File: src/rtl/dec_a_bin_pkg.sv
// Shared types and constants for the BCD-to-binary converter.
package dec_a_bin_pkg;
  localparam int DIGITS = 4;
  localparam int WIDTH  = 16;
  localparam int BCD_W  = 4;
  localparam int CNT_W  = $clog2(DIGITS);
  localparam logic [BCD_W-1:0] BCD_MAX = 4'd9;

  typedef enum logic {
    S_IDLE = 1'b0,
    S_ACC  = 1'b1
  } state_t;

  function automatic logic bcd_ok(input logic [BCD_W-1:0] d);
    return d <= BCD_MAX;
  endfunction
endpackage

File: src/rtl/dec_a_bin_if.sv
// Request digits / result handshake between the entry logic and the converter.
interface dec_a_bin_if;
  import dec_a_bin_pkg::*;

  logic             start;
  logic [BCD_W-1:0] um;
  logic [BCD_W-1:0] cen;
  logic [BCD_W-1:0] dec;
  logic [BCD_W-1:0] un;
  logic [WIDTH-1:0] bin;
  logic             busy;
  logic             done;
  logic             err;

  modport master (output start, um, cen, dec, un, input bin, busy, done, err);
  modport slave  (input start, um, cen, dec, un, output bin, busy, done, err);
endinterface

File: src/rtl/dec_a_bin_mul10_add.sv
// Combinational y = a*10 + d, built from two shifts so no multiplier is inferred.
module mul10_add #(
  parameter int WIDTH = 16
) (
  input  logic [WIDTH-1:0] i_a,
  input  logic [3:0]       i_d,
  output logic [WIDTH-1:0] o_y
);
  assign o_y = (i_a << 3) + (i_a << 1) + WIDTH'(i_d);
endmodule

File: src/rtl/dec_a_bin.sv
// Sequential BCD-to-binary converter: one digit per clock, MS digit first,
// result and a one-cycle done pulse DIGITS edges after start is accepted.
module dec_a_bin
  import dec_a_bin_pkg::*;
(
  input  logic        clk,
  input  logic        rst,
  dec_a_bin_if.slave  bus
);
  state_t                  r_state;
  state_t                  w_state_nxt;
  logic [DIGITS*BCD_W-1:0] r_sr;
  logic [WIDTH-1:0]        r_acc;
  logic [WIDTH-1:0]        r_bin;
  logic [WIDTH-1:0]        w_acc_nxt;
  logic [CNT_W-1:0]        r_cnt;
  logic                    r_busy;
  logic                    r_done;
  logic                    r_err;
  logic                    w_digits_ok;
  logic                    w_accept;
  logic                    w_reject;
  logic                    w_last;

  assign w_digits_ok = bcd_ok(bus.um) & bcd_ok(bus.cen) & bcd_ok(bus.dec) & bcd_ok(bus.un);

  mul10_add #(.WIDTH(WIDTH)) u_mul10 (
    .i_a (r_acc),
    .i_d (r_sr[DIGITS*BCD_W-1 -: BCD_W]),
    .o_y (w_acc_nxt)
  );

  always_comb begin
    w_state_nxt = r_state;
    w_accept    = 1'b0;
    w_reject    = 1'b0;
    w_last      = 1'b0;
    case (r_state)
      S_IDLE: begin
        if (bus.start) begin
          if (w_digits_ok) begin
            w_accept    = 1'b1;
            w_state_nxt = S_ACC;
          end else begin
            w_reject = 1'b1;
          end
        end
      end
      S_ACC: begin
        if (r_cnt == CNT_W'(DIGITS - 1)) begin
          w_last      = 1'b1;
          w_state_nxt = S_IDLE;
        end
      end
      default: w_state_nxt = S_IDLE;
    endcase
  end

  always_ff @(posedge clk or posedge rst) begin
    if (rst) r_state <= S_IDLE;
    else     r_state <= w_state_nxt;
  end

  // Inputs are only looked at on the accept edge; the shift register feeds the datapath after that.
  always_ff @(posedge clk or posedge rst) begin
    if (rst) begin
      r_sr   <= '0;
      r_acc  <= '0;
      r_bin  <= '0;
      r_cnt  <= '0;
      r_busy <= 1'b0;
      r_done <= 1'b0;
      r_err  <= 1'b0;
    end else begin
      r_done <= w_last | w_reject;
      if (w_accept) begin
        r_sr   <= {bus.um, bus.cen, bus.dec, bus.un};
        r_acc  <= '0;
        r_cnt  <= '0;
        r_busy <= 1'b1;
        r_err  <= 1'b0;
      end
      if (w_reject) r_err <= 1'b1;
      if (r_state == S_ACC) begin
        r_acc <= w_acc_nxt;
        r_sr  <= r_sr << BCD_W;
        r_cnt <= r_cnt + CNT_W'(1);
      end
      if (w_last) begin
        r_bin  <= w_acc_nxt;
        r_busy <= 1'b0;
      end
    end
  end

  assign bus.bin  = r_bin;
  assign bus.busy = r_busy;
  assign bus.done = r_done;
  assign bus.err  = r_err;
endmodule

File: src/flat_wrapper.sv
// flat-port wrapper written by rule: the top's interface ports become plain ports
module dec_a_bin_flat import dec_a_bin_pkg::*;
  (clk, rst, bus_start, bus_um, bus_cen, bus_dec, bus_un, bus_bin, bus_busy, bus_done, bus_err);
  dec_a_bin_if bus_i ();
  input  logic clk;
  input  logic rst;
  input wire logic [$bits(bus_i.start)-1:0] bus_start;
  input wire logic [$bits(bus_i.um)-1:0] bus_um;
  input wire logic [$bits(bus_i.cen)-1:0] bus_cen;
  input wire logic [$bits(bus_i.dec)-1:0] bus_dec;
  input wire logic [$bits(bus_i.un)-1:0] bus_un;
  output wire logic [$bits(bus_i.bin)-1:0] bus_bin;
  output wire logic [$bits(bus_i.busy)-1:0] bus_busy;
  output wire logic [$bits(bus_i.done)-1:0] bus_done;
  output wire logic [$bits(bus_i.err)-1:0] bus_err;
  assign bus_i.start = bus_start;
  assign bus_i.um = bus_um;
  assign bus_i.cen = bus_cen;
  assign bus_i.dec = bus_dec;
  assign bus_i.un = bus_un;
  assign bus_bin = bus_i.bin;
  assign bus_busy = bus_i.busy;
  assign bus_done = bus_i.done;
  assign bus_err = bus_i.err;
  dec_a_bin u_core (.clk(clk), .rst(rst), .bus(bus_i));
endmodule
File: config.mk
export PLATFORM = sky130hd
export DESIGN_NAME = dec_a_bin_flat
export DESIGN_NICKNAME = d
export VERILOG_FILES = /design/src/rtl/dec_a_bin_pkg.sv /design/src/rtl/dec_a_bin_if.sv /design/src/rtl/dec_a_bin_mul10_add.sv /design/src/rtl/dec_a_bin.sv /design/src/flat_wrapper.sv
export SDC_FILE = /design/constraint.sdc
export NUM_CORES = 1
export LEC_CHECK = 0
export ABC_CLOCK_PERIOD_IN_PS = 2800
export CORE_AREA = 8 8 105 107
export CTS_BUF_LIST = sky130_fd_sc_hd__clkbuf_8
export DETAILED_ROUTE_END_ITERATION = 6
export DIE_AREA = 0 0 113 115
export PLACE_DENSITY = 0.59
export RECOVER_POWER = 25
export SYNTH_ARGS = -nofsm -noshare
export SYNTH_HDL_FRONTEND = slang
export SYNTH_SLANG_ARGS = --single-unit
File: constraint.sdc
create_clock -name clk -period 2.8 [get_ports clk]
set_input_delay 0.7 -clock clk [delete_from_list [all_inputs] [get_ports clk]]
set_output_delay 0.7 -clock clk [all_outputs]
set_load 0.005 [all_outputs]
==> results.cfg <==
[run_status]
status = finished, final reports clean

[die]
num_rows = 36
die-width_um = 113
core_um2 = 9460
die_h_um = 115
dieArea_um2 = 13000
initial_core_util_pct = 33.5
io_pins = 38

[global_route]
grt_usage_pct = 11.9
antenna_found_initial = 0
grt_max_degree = 33
grt_pass1_wl_um = 12700
grt_pass1_vias = 2548
grt-ovfl-total = 0

[route]
dr.first_iter.drc_count = 74
drc_errors = 0
vias = 2587
routed_wl_um = 7520
first_pass_iters = 4
vias_per_cell = 5.33
wl_per_cell_um = 15.5
ant_nets = 0

[pwr]
total_leakage_power_nw = 1.80
peakVddDrop_v = 0.000362
powerDensity_nw_per_um2 = 1150

[cells_and_area]
nets = 419
finalNonFillerCells = 485
syn_to_final_growth_pct = 19.6
post_route_cells_drive_above_1_share_pct = 7.82
antenna_cells = 0

[clocking]
cts-htree-levels = 2
hold_buffers = 0
clockBufferDepth = 2
insertion_delay_ns = 0.31
cts_tree = built
clock_sinks = 53
cts_root_buf = clkbuf_8
clk_pin_slew_ns = 0.10
numCtsBuffers = 5

[sta]
hold_slack_ns = 0.488
final_hold_viol_count = 0
tightest_slew_ns = 0.948
slew_headroom_pct = 36.7
slew_viol_final = 0
fmax_ghz = 0.376
finalSetupViolCount = 0
fin_crit_ns = 2.66
clock_skew_ns = 0.00550
fin_crit_sh_pct = 94.9

[critical_path]
cp-end-kind = register
worstPathArrival_ns = 2.86
ff2ff_path_depth = 9
reg2reg_from = u_core.r_acc[0]
critPathLaunch = u_core.r_acc[0]
timing.rr.end = u_core.r_acc[11]
r2r_slack_ns = 0.14
worst-path-max-fanout = 3
cp-start-kind = register
criticalPathCategory = reg2reg
cp.required_ns = 3.01

[synth]
synth_cells = 331
yosys.area.top_type = dfrtp_1
synth.distinct_cells = 50
ys_seq_area_share_pct = 41.8
synthFlopType = dfrtp_1
ys_async_sr_fraction_pct = 100
synth-seq-cells = 53
synth_area_um2 = 3170
synth-edff-count = 0
syn_avg_cell_area_um2 = 9.58
yosysTopAreaCellShare_pct = 41.8
syn_nets = 380
yosys_warnings = 0
yosys-top-cells-area = dfrtp_1, ha_1, nand2_1, o21ai_0, mux2i_1

[job]
cap_violations = 0

[place]
numPortBuffers = 37
dp.cells = 475
place.gp.congestion = 0.827
post-dp-hpwl_um = 5670

[hold_path]
hold_end = u_core.bus.bin[7]
hp-start = u_core.bus.bin[7]
hold_path.class = reg2reg
whs_path_depth = 2
==> report_power, final <==
| group | switching (mW) | internal, mW |
|---|---|---|
| Sequential | 0.212 | 1.07 |
| Clock | 0.275 | 0.206 |
| Combinational | 1.42 | 1.17 |
| Total | 1.90 | 2.44 |
==> metal layers <==
metal  global-route usage, %  vias to the layer above  share of wire (%)
li1                        -                     1266                  -
met5                       0                        -                  0
met1                    16.0                     1276                 49
met3                    2.73                        4                4.0
met4                    2.66                        0               0.52
met2                    19.0                       41                 47
==> cell families (layout without fill, tap and decap cells) <==
kind of cell,count (synthesis),after routing,synth area share (%)
flops,53,53,41.8
compound gates,85,85,17.2
mux,19,19,6.23
xor+xnor,6,6,1.66
buf+inv,30,70,3.91
fa+ha+maj,30,30,12.3
simple gates,108,108,16.9
==> layout by cell type (no fill, tap or decap), drive strengths merged, types with 2 or more instances in the layout <==
cell type / netlist / final
a21o: 4 / 4
nor3: 5 / 5
a22oi: 2 / 2
or4: 4 / 4
nor3b: 3 / 3
xnor2: 5 / 5
mux2: 6 / 6
inv: 14 / 15
nor2b: 2 / 2
nand2: 50 / 50
o21ai: 35 / 35
and2: 3 / 3
o31ai: 5 / 5
mux2i: 13 / 13
nand3: 12 / 12
clkdlybuf4s50: 0 / 36
fa: 2 / 2
dfrtp: 53 / 53
buf: 4 / 10
and3: 2 / 2
o21a: 2 / 2
nor2: 11 / 11
a22o: 6 / 6
or3: 5 / 5
o2111ai: 4 / 4
clkbuf: 12 / 7
o211ai: 2 / 2
nand2b: 5 / 5
ha: 28 / 28
nand3b: 2 / 2
a21oi: 14 / 14
==> registers in the layout, indices dropped and copies added (netlist names) <==
name / cells
u_core.bus.bin: 16
u_core.r_state: 1
u_core.bus.busy: 1
u_core.r_sr: 16
u_core.bus.err: 1
u_core.r_acc: 15
u_core.bus.done: 1
u_core.r_cnt: 2
==> how the worst max path moves through the flow <==
stage,end,slack [ns],cells after the start
finish,u_core.r_acc[11],0.14,9
global route,u_core.r_acc[11],-0.02,9
CTS,u_core.r_acc[11],0.14,9
detailed placement,u_core.r_acc[11],0.16,9
global placement,u_core.r_acc[14],0.22,9
floorplan,u_core.r_acc[14],0.26,8
==> worst max-delay path, stage by stage, from the launching register on <==
cell     delay (ns)
dfrtp_1        0.40
inv_1          0.07
fa_1           0.58
inv_1          0.06
ha_1           0.29
a21oi_1        0.19
nor2_1         0.10
o211a_1        0.23
or3_1          0.36
a32o_1         0.27
==> cells in the mapped netlist, types with 3 or more instances <==
master,n
nand3_1,12
xnor2_1,5
clkbuf_1,12
nor2_1,11
a22o_1,6
mux2i_1,13
and2_1,3
a21oi_1,14
nand2b_1,5
dfrtp_1,53
nor3b_1,3
nor3_1,4
ha_1,28
o21ai_0,35
or3_1,4
a21o_1,3
mux2_2,6
o31ai_1,5
o2111ai_1,4
inv_1,14
nand2_1,50
buf_2,3
or4_1,4
==> final cells by class <==
class	instances	area, µm²
clock buffers	6	82.6
clock inverters	2	17.5
fillers	962	5670
inverters	14	52.6
multi-input cells	248	1720
flip-flops and latches	53	1330
well taps	114	143
repair buffers	48	450
==> through the flow <==
step                total power [mW]  TNS [ns]  setup WS, ns  cell area (µm²)  utilization (%)
finish                          4.35         0         0.144             3790             40.1
global route                    4.79   -0.0156       -0.0156             3790             40.1
CTS                             4.38         0         0.145             3790             40.1
detailed placement              3.89         0         0.163             3690             39.0
global placement                3.83         0         0.217             3690             39.0
floorplan                       3.07         0         0.256             3170                -
==> what timing repair did <==
action | 4_1_cts | 5_1_grt
hold endpoints to repair | 0 | 0
buffers inserted | 0 | 2
setup endpoints to repair | 0 | 4
gates resized for setup | 0 | 0
Power figures use the tool's default switching activity.
==> patch, RTL diff (config.mk and constraints unchanged) <==
Reset style: synchronous (`rst`), changed in 2 clocked blocks.
--- a/src/rtl/dec_a_bin.sv
+++ b/src/rtl/dec_a_bin.sv
@@ -57,5 +57,5 @@
   end
 
-  always_ff @(posedge clk or posedge rst) begin
+  always_ff @(posedge clk) begin
     if (rst) r_state <= S_IDLE;
     else     r_state <= w_state_nxt;
@@ -63,5 +63,5 @@
 
   // Inputs are only looked at on the accept edge; the shift register feeds the datapath after that.
-  always_ff @(posedge clk or posedge rst) begin
+  always_ff @(posedge clk) begin
     if (rst) begin
       r_sr   <= '0;
Behaviour: differs if rst is asserted again (counterexample within 4 cycles, from zero or initial values and one cycle with rst high); with rst held inactive, the same outputs for 10 cycles.
==> patch against the original RTL <==
  * Design area down 13%
  * Synthesized area shrank 17%
  * Worst setup slack better by 0.039 ns
  * Routed wire length decreased by 14%
  * Sequential cell count is the same
  * Core utilization down 5.4 points
Power is not compared: it rests on default switching activity, and its combinational part moved more than twofold at a synthesized area within 25%.
==> patch: results (changes against the original RTL) <==
| Metric | Value |
|---|---|
| Synth Area in XOR/XNOR | 3.665% (+2.0 points) |
| Placed cell count | 422 (-11%) |
| DRT Pass-1 Iters | 5 (+1) |
| Final hold slack | 0.4703 ns (-0.01732 ns) |
| Synth area leaders | dfxtp_1 (40%), ha_1 (13%), a22o_1 (5.3%), a222oi_1 (4.6%), nor2_1 (4.4%) |
| WHS Endpoint | u_core.bus.busy |
| Main synth FF type | dfxtp_1 |
| R2r startpoint | u_core.r_acc[0] |
| # nets final | 364 (-13%) |
| Mux cell area share after synthesis | 0.3808% (-5.9 points) |
| Iteration-0 DRC Markers | 170 (+130%) |
| Fillers | 996 (+3.5%) |
| Syn Area/Cell | 9.525 µm² (-0.57%) |
| Dpl hpwl | 4844 µm (-15%) |
| Reg2reg setup slack | 0.18 ns (+0.04 ns) |
| Placed inst area | 3167 µm² (-14%) |
| Commonest cells in the netlist | dfxtp_1 (53), nor2_1 (31), ha_1 (27) |
| Yosys cell types | 48 (-4.0%) |
| Hold Crit Depth | 1 (-1) |
| Routed wire per std cell | 14.95 µm (-3.6%) |
| Async S/R FF share, synth | 0% (-100 points) |
| Complex-gate fraction of the synthesized area | 23.23% (+6.1 points) |
| Relative slew margins | 63.71% (+27 points) |
| Status | finished clean |
| Seq/Total Area, Yosys | 40.36% (-1.5 points) |
| First-pass GRT wire length | 10610 µm (-17%) |
| Largest net degree at the start of global routing | 24 (-27%) |
| Routed wire length on met3 | 407 µm (+36%) |
| Worst reg2reg path endpoint | u_core.bus.bin[10] |
| M1 wire length | 2991 µm (-19%) |
| Vias in the first global route | 2164 (-15%) |
| Routability Congestion | 0.8300 (+0.35%) |
| Critical-path maximum fanout | 4 (+1) |
| CP arrival | 2.81 ns (-0.05 ns) |
==> patch: worst max-delay path by stage <==
| stage | start | endpoint | slack [ns] | cells after the start |
|---|---|---|---|---|
| 2_1_floorplan | u_core.r_acc[0] | u_core.bus.bin[10] | 0.38 | 9 |
| 4_1_cts | u_core.r_acc[0] | u_core.bus.bin[10] | 0.15 | 9 |
| 3_5_place_dp | u_core.r_acc[0] | u_core.bus.bin[10] | 0.20 | 9 |
| 3_3_place_gp | bus_um[1] | u_core.r_acc[10] | 0.24 | 8 |
| 6_report | u_core.r_acc[0] | u_core.bus.bin[10] | 0.18 | 9 |
| 5_1_grt | u_core.r_acc[0] | u_core.bus.bin[10] | 0.001 | 9 |
==> patch: kinds of logic (layout without fill, tap and decap cells) <==
logic type / Yosys count / in the layout
AOI/OAI and AO/OA: 80 / 80
and+or+nand+nor: 75 / 75
DFF: 53 / 53
adders and majority gates: 29 / 29
buffers and inverters: 27 / 68
xor gates and xnor gates: 11 / 11
muxes: 1 / 1
==> patch: what timing repair did <==
action | 4_1_cts | 5_1_grt
setup buffers | 0 | 1
hold buffers | 0 | 0
gates resized for setup | 0 | 2
endpoints found under the setup margin | 0 | 6
==> patch: layer usage <==
metal,up-vias,GRT usage (%)
met5,-,0
met4,0,2.842
met3,7,2.784
met2,53,15.67
met1,1033,13.15
li1,1102,-
==> patch: worst max-delay path, stage by stage, from the launching register on <==
cell and delay [ns]:
dfxtp_1 0.37, inv_1 0.07, fa_1 0.52, fa_1 0.47, nand2b_1 0.18, a21oi_1 0.21, o21a_2 0.21, o21a_1 0.12
o21ai_0 0.10, a32o_1 0.26
==> patch: per-stage QoR <==
| step | setup WS, ns | util (%) |
|---|---|---|
| final | 0.1824 | 34.72 |
| after global routing | 0.001239 | 34.72 |
| after CTS | 0.1467 | 34.66 |
| after detailed placement | 0.1973 | 33.48 |
| after global placement | 0.2400 | 33.48 |
| after floorplan | 0.3752 | - |
==> patch: area by class of cell <==
cell class	count	area, µm²	share of cell area (%)
clock buffers	5	68.82	2.095
clock inverters	3	42.54	1.295
multi-input cells	196	1465	44.61
inverters	12	45.04	1.371
repair buffers	48	459.2	13.98
flip-flops and latches	53	1061	32.30
well taps	114	142.6	4.343
==> patch: report_power, final <==
group	switching [W]	internal, W
Sequential	0.00000910	0.000766
Clock	0.000251	0.000265
Combinational	0.0000564	0.0000546
Total	0.000316	0.00109
